===== src/rtl/gray_conv_arbiter.sv =====
// Round-robin arbiter sharing one binary<->Gray converter among NREQ requesters, registered response.
// Define GRAY_ARB_CNT_EN to add the txn_count port counting completed response handshakes.
module gray_conv_arbiter #(
    parameter int NREQ  = 4,
    parameter int WIDTH = 4
) (
    input  logic                    clk,
    input  logic                    rst,
    input  logic [NREQ-1:0]         req_valid,
    input  logic [NREQ-1:0]         req_mode,
    input  logic [NREQ*WIDTH-1:0]   req_data,
    output logic [NREQ-1:0]         req_ready,
    output logic                    rsp_valid,
    input  logic                    rsp_ready,
    output logic [WIDTH-1:0]        rsp_data,
    output logic [$clog2(NREQ)-1:0] rsp_id,
    output logic                    rsp_mode
`ifdef GRAY_ARB_CNT_EN
    ,
    output logic [15:0]             txn_count
`endif
);
    localparam int IDW = $clog2(NREQ);

    function automatic logic [WIDTH-1:0] bin2gray(input logic [WIDTH-1:0] b);
        return b ^ (b >> 1);
    endfunction

    function automatic logic [WIDTH-1:0] gray2bin(input logic [WIDTH-1:0] g);
        logic [WIDTH-1:0] b;
        b = '0;
        b[WIDTH-1] = g[WIDTH-1];
        for (int i = WIDTH - 2; i >= 0; i--) begin
            b[i] = b[i+1] ^ g[i];
        end
        return b;
    endfunction

    logic [IDW-1:0]   rr_ptr;
    logic [IDW-1:0]   grant_p0;
    logic [IDW-1:0]   next_ptr_p0;
    logic             found_p0;
    logic             can_accept;
    logic             vld_p0;
    logic [WIDTH-1:0] sel_data_p0;
    logic [WIDTH-1:0] conv_data_p0;

    // Stage p0: pick the first valid requester at or after rr_ptr, convert its code.
    always_comb begin
        found_p0 = 1'b0;
        grant_p0 = '0;
        for (int k = 0; k < NREQ; k++) begin
            if (!found_p0 && req_valid[IDW'((int'(rr_ptr) + k) % NREQ)]) begin
                found_p0 = 1'b1;
                grant_p0 = IDW'((int'(rr_ptr) + k) % NREQ);
            end
        end
    end

    assign can_accept   = !rsp_valid || rsp_ready;
    assign vld_p0       = found_p0 && can_accept && !rst;
    assign sel_data_p0  = req_data[int'(grant_p0)*WIDTH +: WIDTH];
    assign conv_data_p0 = req_mode[grant_p0] ? gray2bin(sel_data_p0) : bin2gray(sel_data_p0);
    assign next_ptr_p0  = (int'(grant_p0) == NREQ - 1) ? '0 : grant_p0 + IDW'(1);

    always_comb begin
        req_ready = '0;
        if (vld_p0) begin
            req_ready[grant_p0] = 1'b1;
        end
    end

    // Stage p1: response register; a pop and a new grant in one cycle simply reload it.
    always_ff @(posedge clk or posedge rst) begin
        if (rst) begin
            rsp_valid <= 1'b0;
            rsp_data  <= '0;
            rsp_id    <= '0;
            rsp_mode  <= 1'b0;
            rr_ptr    <= '0;
        end else if (vld_p0) begin
            rsp_valid <= 1'b1;
            rsp_data  <= conv_data_p0;
            rsp_id    <= grant_p0;
            rsp_mode  <= req_mode[grant_p0];
            rr_ptr    <= next_ptr_p0;
        end else if (rsp_ready) begin
            rsp_valid <= 1'b0;
        end
    end

`ifdef GRAY_ARB_CNT_EN
    always_ff @(posedge clk or posedge rst) begin
        if (rst) begin
            txn_count <= '0;
        end else if (rsp_valid && rsp_ready) begin
            txn_count <= txn_count + 16'd1;
        end
    end
`endif

endmodule


===== config.mk =====
export PLATFORM = sky130hd
export DESIGN_NAME = gray_conv_arbiter
export DESIGN_NICKNAME = d
export VERILOG_FILES = /design/src/rtl/gray_conv_arbiter.sv
export SDC_FILE = /design/constraint.sdc
export NUM_CORES = 1
export LEC_CHECK = 0
export ABC_AREA = 1
export ABC_CLOCK_PERIOD_IN_PS = 2600
export CAP_MARGIN = 15
export CORE_ASPECT_RATIO = 0.75
export CORE_MARGIN = 2
export CORE_UTILIZATION = 45
export CTS_CLUSTER_SIZE = 25
export DETAILED_ROUTE_END_ITERATION = 8
export GPL_TIMING_DRIVEN = 0
export PLACE_DENSITY = 0.87
export SLEW_MARGIN = 40
export SYNTH_ARGS = -nofsm -noshare
export SYNTH_HDL_FRONTEND = slang
export SYNTH_SLANG_ARGS = --single-unit

===== constraint.sdc =====
create_clock -name clk -period 2.6 [get_ports clk]
set_input_delay 0.52 -clock clk [delete_from_list [all_inputs] [get_ports clk]]
set_output_delay 0.52 -clock clk [all_outputs]
set_load 0.005 [all_outputs]

Word-level counts from Yosys, hierarchy flattened
Cells that the tools add are included.
{ "word_totals": {"regBits": 10, "latch_bits": 0, "mem_bits_rw": 0, "rom_bits": 0, "inputBits": 27, "output_inout_bits": 12, "elab_cells": 63, "memories": 0} }
{ "classes": {"addsub": 4, "mul": 0, "div_mod_pow": 0, "magnitude_cmp": 6, "n_eq_ne": 1, "shift": 1, "mux": 29, "bitwise_logic": 4, "n_reduce_logical": 13} }
{ "ops": {"columns": ["cell", "n"], "rows": [
  ["2-bit by 4-bit < comparator with 1-bit output (second input constant)", 4],
  ["1-bit 2-to-1 mux", 16],
  ["16-bit by 5-bit indexed part select with 4-bit output", 1],
  ["1-bit binary-select mux with 2-bit select", 5],
  ["2-bit 2-to-1 mux", 5],
  ["4-bit 2-to-1 mux", 2],
  ["1-bit logical AND", 6],
  ["1-bit zero test", 5],
  ["2-bit by 1-bit adder with 2-bit output (second input constant)", 2],
  ["2-bit adder (second input constant)", 2],
  ["4-bit by 3-bit bitwise XOR with 4-bit output", 1],
  ["2-bit by 3-bit < comparator with 1-bit output (second input constant)", 1],
  ["1-bit bitwise XOR", 3],
  ["1-bit demux with 2-bit select", 1],
  ["2-bit by 1-bit == test with 1-bit output (second input constant)", 1],
  ["2-bit by 1-bit greater-or-equal comparator with 1-bit output (second input constant)", 1],
  ["2-bit nonzero test", 1],
  ["1-bit logical OR", 1]
]} }

Depth between registers and ports, before layout
Gate-level depths: netlist (run 1).
{ "logic_depth": {"depth_word": 18, "mapped_depth": 22, "depth_no_buf": 21} }

Least setup slack after synthesis (run 1)
OpenSTA, ideal clock, no wires.
{ "synth_path": {"path_type": "input to output", "startpoint": "input port req_valid[3]", "endpoint": "output port req_ready[2]", "arrival_ns": 1.648, "t_required_ns": 2.080, "slack_ns": 0.432, "path_stages": 11, "n_path_buf": 1, "cell_sequence": "inv_1 -> nand2_1 -> nand3_1 -> nand2_2 -> nor2_4 -> nand3_2 -> nand3_4 -> buf_6 -> ha_1 -> inv_1 -> nor2_1"} }
{ "synth_between": {"elab_chain_len": 18, "elab_cells_between_ends": 34, "classes_between": "2 x order compare; 23 x mux; 9 x reduce/logical"} }
{ "synth_rtl": {"columns": ["item", "line_no", "rtl"], "rows": [
  ["from (decl)", "9", "input logic [NREQ-1:0] req_valid,"],
  ["1-bit binary-select mux with 2-bit select", "53", "if (!found_p0 && req_valid[IDW'((int'(rr_ptr) + k) % NREQ)]) begin"],
  ["1-bit 2-to-1 mux (not written as such) (2 in a row)", "53", null],
  ["1-bit 2-to-1 mux", "53", null],
  ["1-bit zero test", "53", null],
  ["1-bit logical AND", "53", null],
  ["1-bit 2-to-1 mux", "53", null],
  ["1-bit zero test", "53", null],
  ["1-bit logical AND", "53", null],
  ["1-bit 2-to-1 mux", "53", null],
  ["1-bit zero test", "53", null],
  ["1-bit logical AND", "53", null],
  ["2-bit 2-to-1 mux", "53", null],
  ["2-bit by 3-bit < comparator with 1-bit output (not written as such) or 2-bit by 1-bit greater-or-equal comparator with 1-bit output (tied branches)", "69", "req_ready[grant_p0] = 1'b1;"],
  ["1-bit logical AND (not written as such)", "69", null],
  ["1-bit 2-to-1 mux (not written as such)", "69", null],
  ["1-bit demux with 2-bit select", "69", null],
  ["4-bit 2-to-1 mux *", "68", "if (vld_p0) begin"],
  ["to (decl)", "12", "output logic [NREQ-1:0] req_ready,"]
]} }
Mark *: on every way between the ends. The rest lies on a longest branch, timed or not. The select of a mux whose other input is x is not followed.

Worst setup path after layout (run 1)
{ "layout_path": {"startpoint": "register rr_ptr[0]", "endpoint": "output port req_ready[3]"} }
{ "layout_between": {"elab_chain_len": 18, "elab_cells_between_ends": 37, "classes_between": "3 x add/sub; 2 x order compare; 23 x mux; 9 x reduce/logical"} }
{ "layout_rtl": {"columns": ["item", "line_no", "rtl"], "rows": [
  ["from (decl)", "39", "logic [IDW-1:0] rr_ptr;"],
  ["from (signal assigned)", "86", "rr_ptr <= next_ptr_p0;"],
  ["parallel branches: the longest is 12 deep, another holds 2-bit by 1-bit adder with 2-bit output", null, null],
  ["2-bit 2-to-1 mux *", "53", null],
  ["named net grant_p0[1]", "40", "logic [IDW-1:0] grant_p0;"],
  ["2-bit by 3-bit < comparator with 1-bit output (not written as such) or 2-bit by 1-bit greater-or-equal comparator with 1-bit output (tied branches)", "69", null],
  ["1-bit logical AND (not written as such)", "69", null],
  ["1-bit 2-to-1 mux (not written as such)", "69", null],
  ["1-bit demux with 2-bit select *", "69", null],
  ["4-bit 2-to-1 mux *", "68", null]
]} }
Mark *: on every way through the listed nets, which the timed path passes. The select of a mux whose other input is x is not followed.

==> impl_metrics.py, run 1 <==
metrics = {
    "outcome": {
        "status": "finished with violations",
        "violations": "setup timing",
    },
    "hold_path": {
        "hold_path_depth": 2,
        "min_to": "rsp_data[2]",
        "min_path_type": "register to register",
        "hp-start": "rsp_data[2]",
    },
    "sta": {
        "finalSetupTns_ns": -0.1027,
        "fin_crit_ns": 2.668,
        "rsz0062_at_grt": "yes",
        "hold_viol_final": 0,
        "layout_setup_ws_ns": -0.06785,
        "finClkSkew_ns": 0.003542,
        "worstMarginPinSlew_ns": 0.3944,
        "fin_crit_sh_pct": 102.6,
        "max_slew_margin_pct": 73.68,
        "fmax_mhz": 374.8,
        "drv_slew": 0,
        "finalSetupViolCount": 3,
    },
    "critical_path": {
        "crit_arrival_ns": 2.15,
        "worstSetupPathType": "register to primary output",
        "max_stage_delay_ns": 0.40,
        "startpoint_type": "register",
        "worstPathMaxFanout": 6,
        "r2r_cells": 21,
        "cp_top_family": "simple AND/OR/NAND/NOR gates",
        "path_cells": "buf_6 > buf_6 > nand2_4 > nand3_4 > nand2_4 > nor2_4 > nand2_1 > nand3_2 > nand2_2 > inv_4 > ha_1 > inv_1 > nor2_1 > buf_2",
        "cp.required_ns": 2.08,
        "endpoint_kind": "primary output",
        "r2r_end": "rsp_data[0]",
        "critical_path_buf_inv_count": 5,
        "ff2ff_setup_slack_ns": 0.04,
        "regToRegStartpoint": "rr_ptr[0]",
        "crit_slowest_cell": "dfrtp_1",
    },
    "yosys": {
        "ys_ff_latch": 10,
        "ys_types": 21,
        "synth_top_area_share_pct": 23.47,
        "synthTopCellsByArea": "nand2_1 23%, dfrtp_1 23%, inv_1 8.2%",
        "ys_seq_area_share_pct": 22.68,
        "synth_fp_nets": 209,
        "postSynthCellCount": 178,
        "yosysTopAreaCell": "nand2_1",
        "yosys_warnings": 0,
        "netlist_area_um2": 1104,
        "synth.avg_cell_area_um2": 6.200,
    },
    "routing": {
        "finalWirelength_um": 3847,
        "vias": 1427,
        "post-route-drc-count": 0,
        "initialDrtViolationCount": 59,
        "antenna_left": 0,
        "wire_per_inst_um": 14.09,
        "first_pass_iters": 4,
        "avgViaCountPerCell": 5.227,
    },
    "finish": {
        "fin_nets": 271,
        "drive_gt1_share_pct": 39.33,
        "final_cell_area_um2": 1889,
        "mostFrequentLayoutCell": "nand2_1",
        "layout_common_cells": "50 x nand2_1, 30 x clkdlybuf4s50_1, 21 x nand2_2",
        "fillers": 146,
        "diodes": 0,
        "area.growth.synth_to_final_pct": 71.20,
    },
    "floorplan": {
        "die_h_um": 46.89,
        "start_util_pct": 47.80,
        "boundaryPins": 39,
        "die_area_um2": 2868,
        "design.core.area_um2": 2308,
        "die_w_um": 61.18,
        "rows": 15,
    },
    "placed_design": {
        "placed_area_um2": 1526,
        "place_hpwl_um": 2013,
        "place_ws_ns": -0.6610,
        "gp_congestion": 0.7960,
        "portBuffers": 38,
    },
    "clock_tree": {
        "htree_levels": 1,
        "clk_latency_ns": 0.26,
        "cts_root_buffer": "clkbuf_4",
        "numCtsBuffers": 3,
        "cts_buffer_depth": 2,
        "cts_num_sinks": 10,
        "cts_tree": "done",
        "path_clk_slew_ns": 0.06,
    },
    "global_route": {
        "grt_max_degree": 12,
        "grt_pass1_wl_um": 5085,
        "track_usage_pct": 23.39,
        "antenna_found_initial": 0,
        "grt_pass1_vias": 1220,
        "gr-total-overflow": 0,
    },
    "job": {
        "cap_viol_max_count": 0,
    },
}
==> metal layers <==
layer / GRT usage, % / up-vias / wire (µm)
met5: 0 / - / 0
met4: 5.217 / 0 / 82
met3: 1.653 / 14 / 278
met2: 40.64 / 72 / 1837
met1: 32.17 / 648 / 1649
li1: - / 693 / -
==> synth_stat cells (all sizes together) <==
| cell type | n |
|---|---|
| or2 | 1 |
| a21oi | 2 |
| o211ai | 1 |
| dfrtp | 10 |
| o21ai | 10 |
| nand4 | 4 |
| buf | 4 |
| inv | 28 |
| ha | 4 |
| o21a | 1 |
| nand3 | 22 |
| nand2 | 81 |
| a32oi | 1 |
| nor2 | 9 |
==> logic make-up after synthesis <==
kind of cell | Yosys count | share of synthesized area (%)
AND/OR/NAND/NOR | 117 | 49.77
buffers and inverters | 32 | 14.29
adder cells (fa/ha/maj) | 4 | 4.535
AO/OA/AOI/OAI | 15 | 8.730
flip-flops | 10 | 22.68
==> layout make-up <==
class | instances | area, µm² | share of cell area, %
Clock buffer | 4 | 36.28 | 1.921
Tap cell | 34 | 42.54 | 2.252
Buffer | 4 | 45.04 | 2.384
Timing Repair inverter | 1 | 8.758 | 0.4636
Multi-Input combinational cell | 136 | 890.9 | 47.15
Timing Repair Buffer | 56 | 495.5 | 26.23
Inverter | 28 | 120.1 | 6.358
Sequential cell | 10 | 250.2 | 13.25
==> worst reg2reg max path, delay by kind of cell (launching register included) <==
kind / cells / cell delay, ns
flip-flops: 1 / 0.40
AND/OR/NAND/NOR: 17 / 1.45
buffers and inverters: 4 / 0.61
==> stage by stage <==
| stage | hold WS (ns) | instances | utilization (%) |
|---|---|---|---|
| final | 0.4914 | 273 | 81.84 |
| after floorplan | 0.3686 | 178 | - |
| after global routing | 0.5086 | 273 | 81.84 |
| after global placement | 0.4647 | 250 | 66.12 |
| after detailed placement | 0.4764 | 250 | 66.12 |
| after CTS | 0.4918 | 271 | 75.50 |
==> worst max path at each step <==
| stage | endpoint | cells past startpoint | slack [ns] | startpoint |
|---|---|---|---|---|
| 6_report | req_ready[3] | 14 | -0.07 | rr_ptr[0] |
| 5_1_grt | req_ready[3] | 14 | -0.17 | rr_ptr[0] |
| 4_1_cts | req_ready[2] | 15 | 0.04 | rr_ptr[0] |
| 3_5_place_dp | req_ready[3] | 13 | -0.66 | req_valid[3] |
| 3_3_place_gp | req_ready[3] | 13 | -0.62 | req_valid[3] |
| 2_1_floorplan | req_ready[2] | 11 | 0.43 | req_valid[3] |
==> sequential cells by signal, indices dropped and copies added (netlist names) <==
name,cells
rr_ptr,2
rsp_data,4
rsp_id,2
rsp_mode,1
rsp_valid,1
==> what timing repair did <==
| item | in CTS | in global routing |
|---|---|---|
| buffers inserted | 15 | 2 |
| setup endpoints to repair | 4 | 6 |
| gates resized for setup | 46 | 36 |
| hold buffers | 0 | 0 |
| cloned | 2 | 0 |
| pin swaps | 18 | 22 |
Power of run 1 is left out: the tool's default activity adds up to more than one toggle a clock period on the data nets, which glitch-free logic cannot reach.
==> inputs of run 2 (changes only) <==
--- a/config.mk
+++ b/config.mk
@@ -6,15 +6,15 @@
 export NUM_CORES = 1
 export LEC_CHECK = 0
 export ABC_AREA = 1
-export ABC_CLOCK_PERIOD_IN_PS = 2600
-export CAP_MARGIN = 15
+export ABC_CLOCK_PERIOD_IN_PS = 2300
+export CAP_MARGIN = 20
 export CORE_ASPECT_RATIO = 0.75
 export CORE_MARGIN = 2
-export CORE_UTILIZATION = 45
+export CORE_UTILIZATION = 40
 export CTS_CLUSTER_SIZE = 25
 export DETAILED_ROUTE_END_ITERATION = 8
 export GPL_TIMING_DRIVEN = 0
-export PLACE_DENSITY = 0.87
+export PLACE_DENSITY = 0.82
 export SLEW_MARGIN = 40
 export SYNTH_ARGS = -nofsm -noshare
 export SYNTH_HDL_FRONTEND = slang
==> constraint.sdc (replaced) <==
create_clock -name clk -period 2.3 [get_ports clk]
set_input_delay 0.46 -clock clk [delete_from_list [all_inputs] [get_ports clk]]
set_output_delay 0.46 -clock clk [all_outputs]
set_load 0.005 [all_outputs]
==> impl_metrics.py, run 2 (synthesis results as in run 1) <==
metrics = {
    "outcome": {
        "status": "finished with violations",
        "violations": "setup timing",
    },
    "routing": {
        "top_layer": "met4",
        "post-route-drc-count": 0,
        "first_pass_iters": 4,
        "finalWirelength_um": 3833,
        "wl_met1_um": 1628,
        "wire_per_inst_um": 13.50,
        "wl_met2_um": 1912,
        "vias": 1454,
        "routed-wl-met3_um": 266,
        "antenna_left": 0,
        "avgViaCountPerCell": 5.120,
        "initialDrtViolationCount": 78,
    },
    "sta": {
        "fin_crit_ns": 2.692,
        "fmax_mhz": 371.5,
        "hold_viol_final": 0,
        "fin_crit_sh_pct": 117.0,
        "worstMarginPinSlew_ns": 0.4472,
        "finalSetupTns_ns": -1.962,
        "rsz0062_at_grt": "yes",
        "max_slew_margin_pct": 70.15,
        "drv_slew": 0,
        "finalSetupViolCount": 6,
        "layout_setup_ws_ns": -0.3917,
        "finClkSkew_ns": 0.0002453,
    },
    "finish": {
        "layout_common_cells": "56 x nand2_1, 30 x clkdlybuf4s50_1, 22 x buf_4",
        "fin_nets": 281,
        "fillers": 173,
        "regMostFlops": "rsp_data",
        "diodes": 0,
        "area.growth.synth_to_final_pct": 79.37,
        "multi_input_area_um2": 868.3,
        "drive_gt1_share_pct": 39.52,
        "regArea_um2": 250.2,
        "mostFrequentLayoutCell": "nand2_1",
        "largest_reg_flops": 4,
        "top_regs": "rsp_data x4, rr_ptr x2, rsp_id x2",
    },
    "placed_design": {
        "place_ws_ns": -0.8246,
        "gp_congestion": 0.8555,
        "portBuffers": 38,
        "place_hpwl_um": 1990,
    },
    "critical_path": {
        "worstSetupPathType": "register to primary output",
        "critical_path_buf_inv_count": 7,
        "worstPathMaxFanout": 6,
        "crit_slowest_cell": "dfrtp_1",
        "crit_arrival_ns": 2.23,
        "ff2ff_setup_slack_ns": -0.29,
        "cp.required_ns": 1.84,
        "endpoint_kind": "primary output",
        "cp_top_family": "simple AND/OR/NAND/NOR gates",
        "path_cells": "buf_6 > inv_8 > buf_4 > nand2_1 > nand2_1 > nand2_1 > nand2_2 > nor2_4 > buf_6 > nand3_4 > nand3_4 > buf_6 > ha_4 > inv_2 > nor2_1 > buf_2",
        "startpoint_type": "register",
        "max_stage_delay_ns": 0.37,
    },
    "global_route": {
        "track_usage_pct": 22.32,
        "grt_pass1_wl_um": 5733,
        "grt_max_degree": 12,
        "gr-total-overflow": 0,
        "grt_pass1_vias": 1338,
        "antenna_found_initial": 0,
    },
    "floorplan": {
        "boundaryPins": 39,
        "die_w_um": 64.65,
        "rows": 16,
        "die_h_um": 49.49,
        "start_util_pct": 42.08,
        "design.core.area_um2": 2623,
        "die_area_um2": 3200,
    },
    "hold_path": {
        "min_path_type": "register to register",
    },
    "clock_tree": {
        "cts_num_sinks": 10,
        "clk_latency_ns": 0.23,
        "cts_tree": "done",
        "path_clk_slew_ns": 0.05,
        "cts_buffer_depth": 2,
        "cts_root_buffer": "clkbuf_8",
        "numCtsBuffers": 3,
        "htree_levels": 1,
    },
    "job": {
        "cap_viol_max_count": 0,
    },
}
[run 2: cell types whose count changed in the layout (fill, tap and decap cells not counted), moves of 2 or more]
cell / previous run / this run
buf_4: 15 / 22
buf_8: 0 / 2
clkbuf_4: 3 / 0
clkbuf_8: 1 / 3
ha_4: 2 / 4
inv_4: 3 / 1
nand2_1: 50 / 56
nand2_4: 10 / 4
o21ai_0: 9 / 7
o21ai_1: 1 / 3
[run 2: path summary, 6_finish.rpt]
kind                            startpoint           end  depth (start not counted)
worst max-delay path             rr_ptr[0]  req_ready[2]                         16
worst min-delay path             rsp_id[0]     rsp_id[0]                          2
worst max register to register   rr_ptr[0]   rsp_data[0]                         21
worst min register to register   rsp_id[0]     rsp_id[0]                          2
max in group asynchronous              rst   rsp_data[0]                          2
min in group asynchronous              rst     rsp_valid                          2
[run 2: final cells by class]
cell class                      count  area share, %
Multi-Input combinational cell    136          43.87
Timing Repair Buffer               67          30.59
Sequential cell                    10          12.64
Inverter                           28          6.068
Buffer                              4          2.465
Tap cell                           36          2.276
Clock buffer                        3          2.086
[run 2: repair_timing]
| action | 4_1_cts | 5_1_grt |
|---|---|---|
| gates resized for setup | 62 | 19 |
| pin swaps | 22 | 11 |
| endpoints found under the hold margin | 0 | 0 |
| gates cloned | 1 | 0 |
| buffers inserted | 17 | 11 |
| hold buffers | 0 | 0 |
| setup endpoints to repair | 6 | 7 |
[run 2: tightest hold or removal path: cells and delay by family (launching register included)]
kind / cells / cell delay, ns
AND/OR/NAND/NOR: 1 / 0.05
AO/OA/AOI/OAI: 1 / 0.06
flip-flops: 1 / 0.34
[run 2: through the flow]
stage               hold slack [ns]  area [µm²]  instances  utilization (%)
finish                       0.4908        1979        284            75.48
CTS                          0.4849        1827        273            69.66
global placement             0.4652        1529        252            58.30
floorplan                    0.3086        1104        178                -
detailed placement           0.4735        1529        252            58.30
global route                 0.5088        1979        284            75.48
[run 2: metal layers]
| layer | track usage, % | up-vias |
|---|---|---|
| met4 | 4.610 | 0 |
| met1 | 29.06 | 676 |
| met2 | 40.63 | 71 |
| li1 | - | 703 |
| met5 | 0 | - |
| met3 | 1.598 | 4 |
Power of run 2 is left out for the same reason.
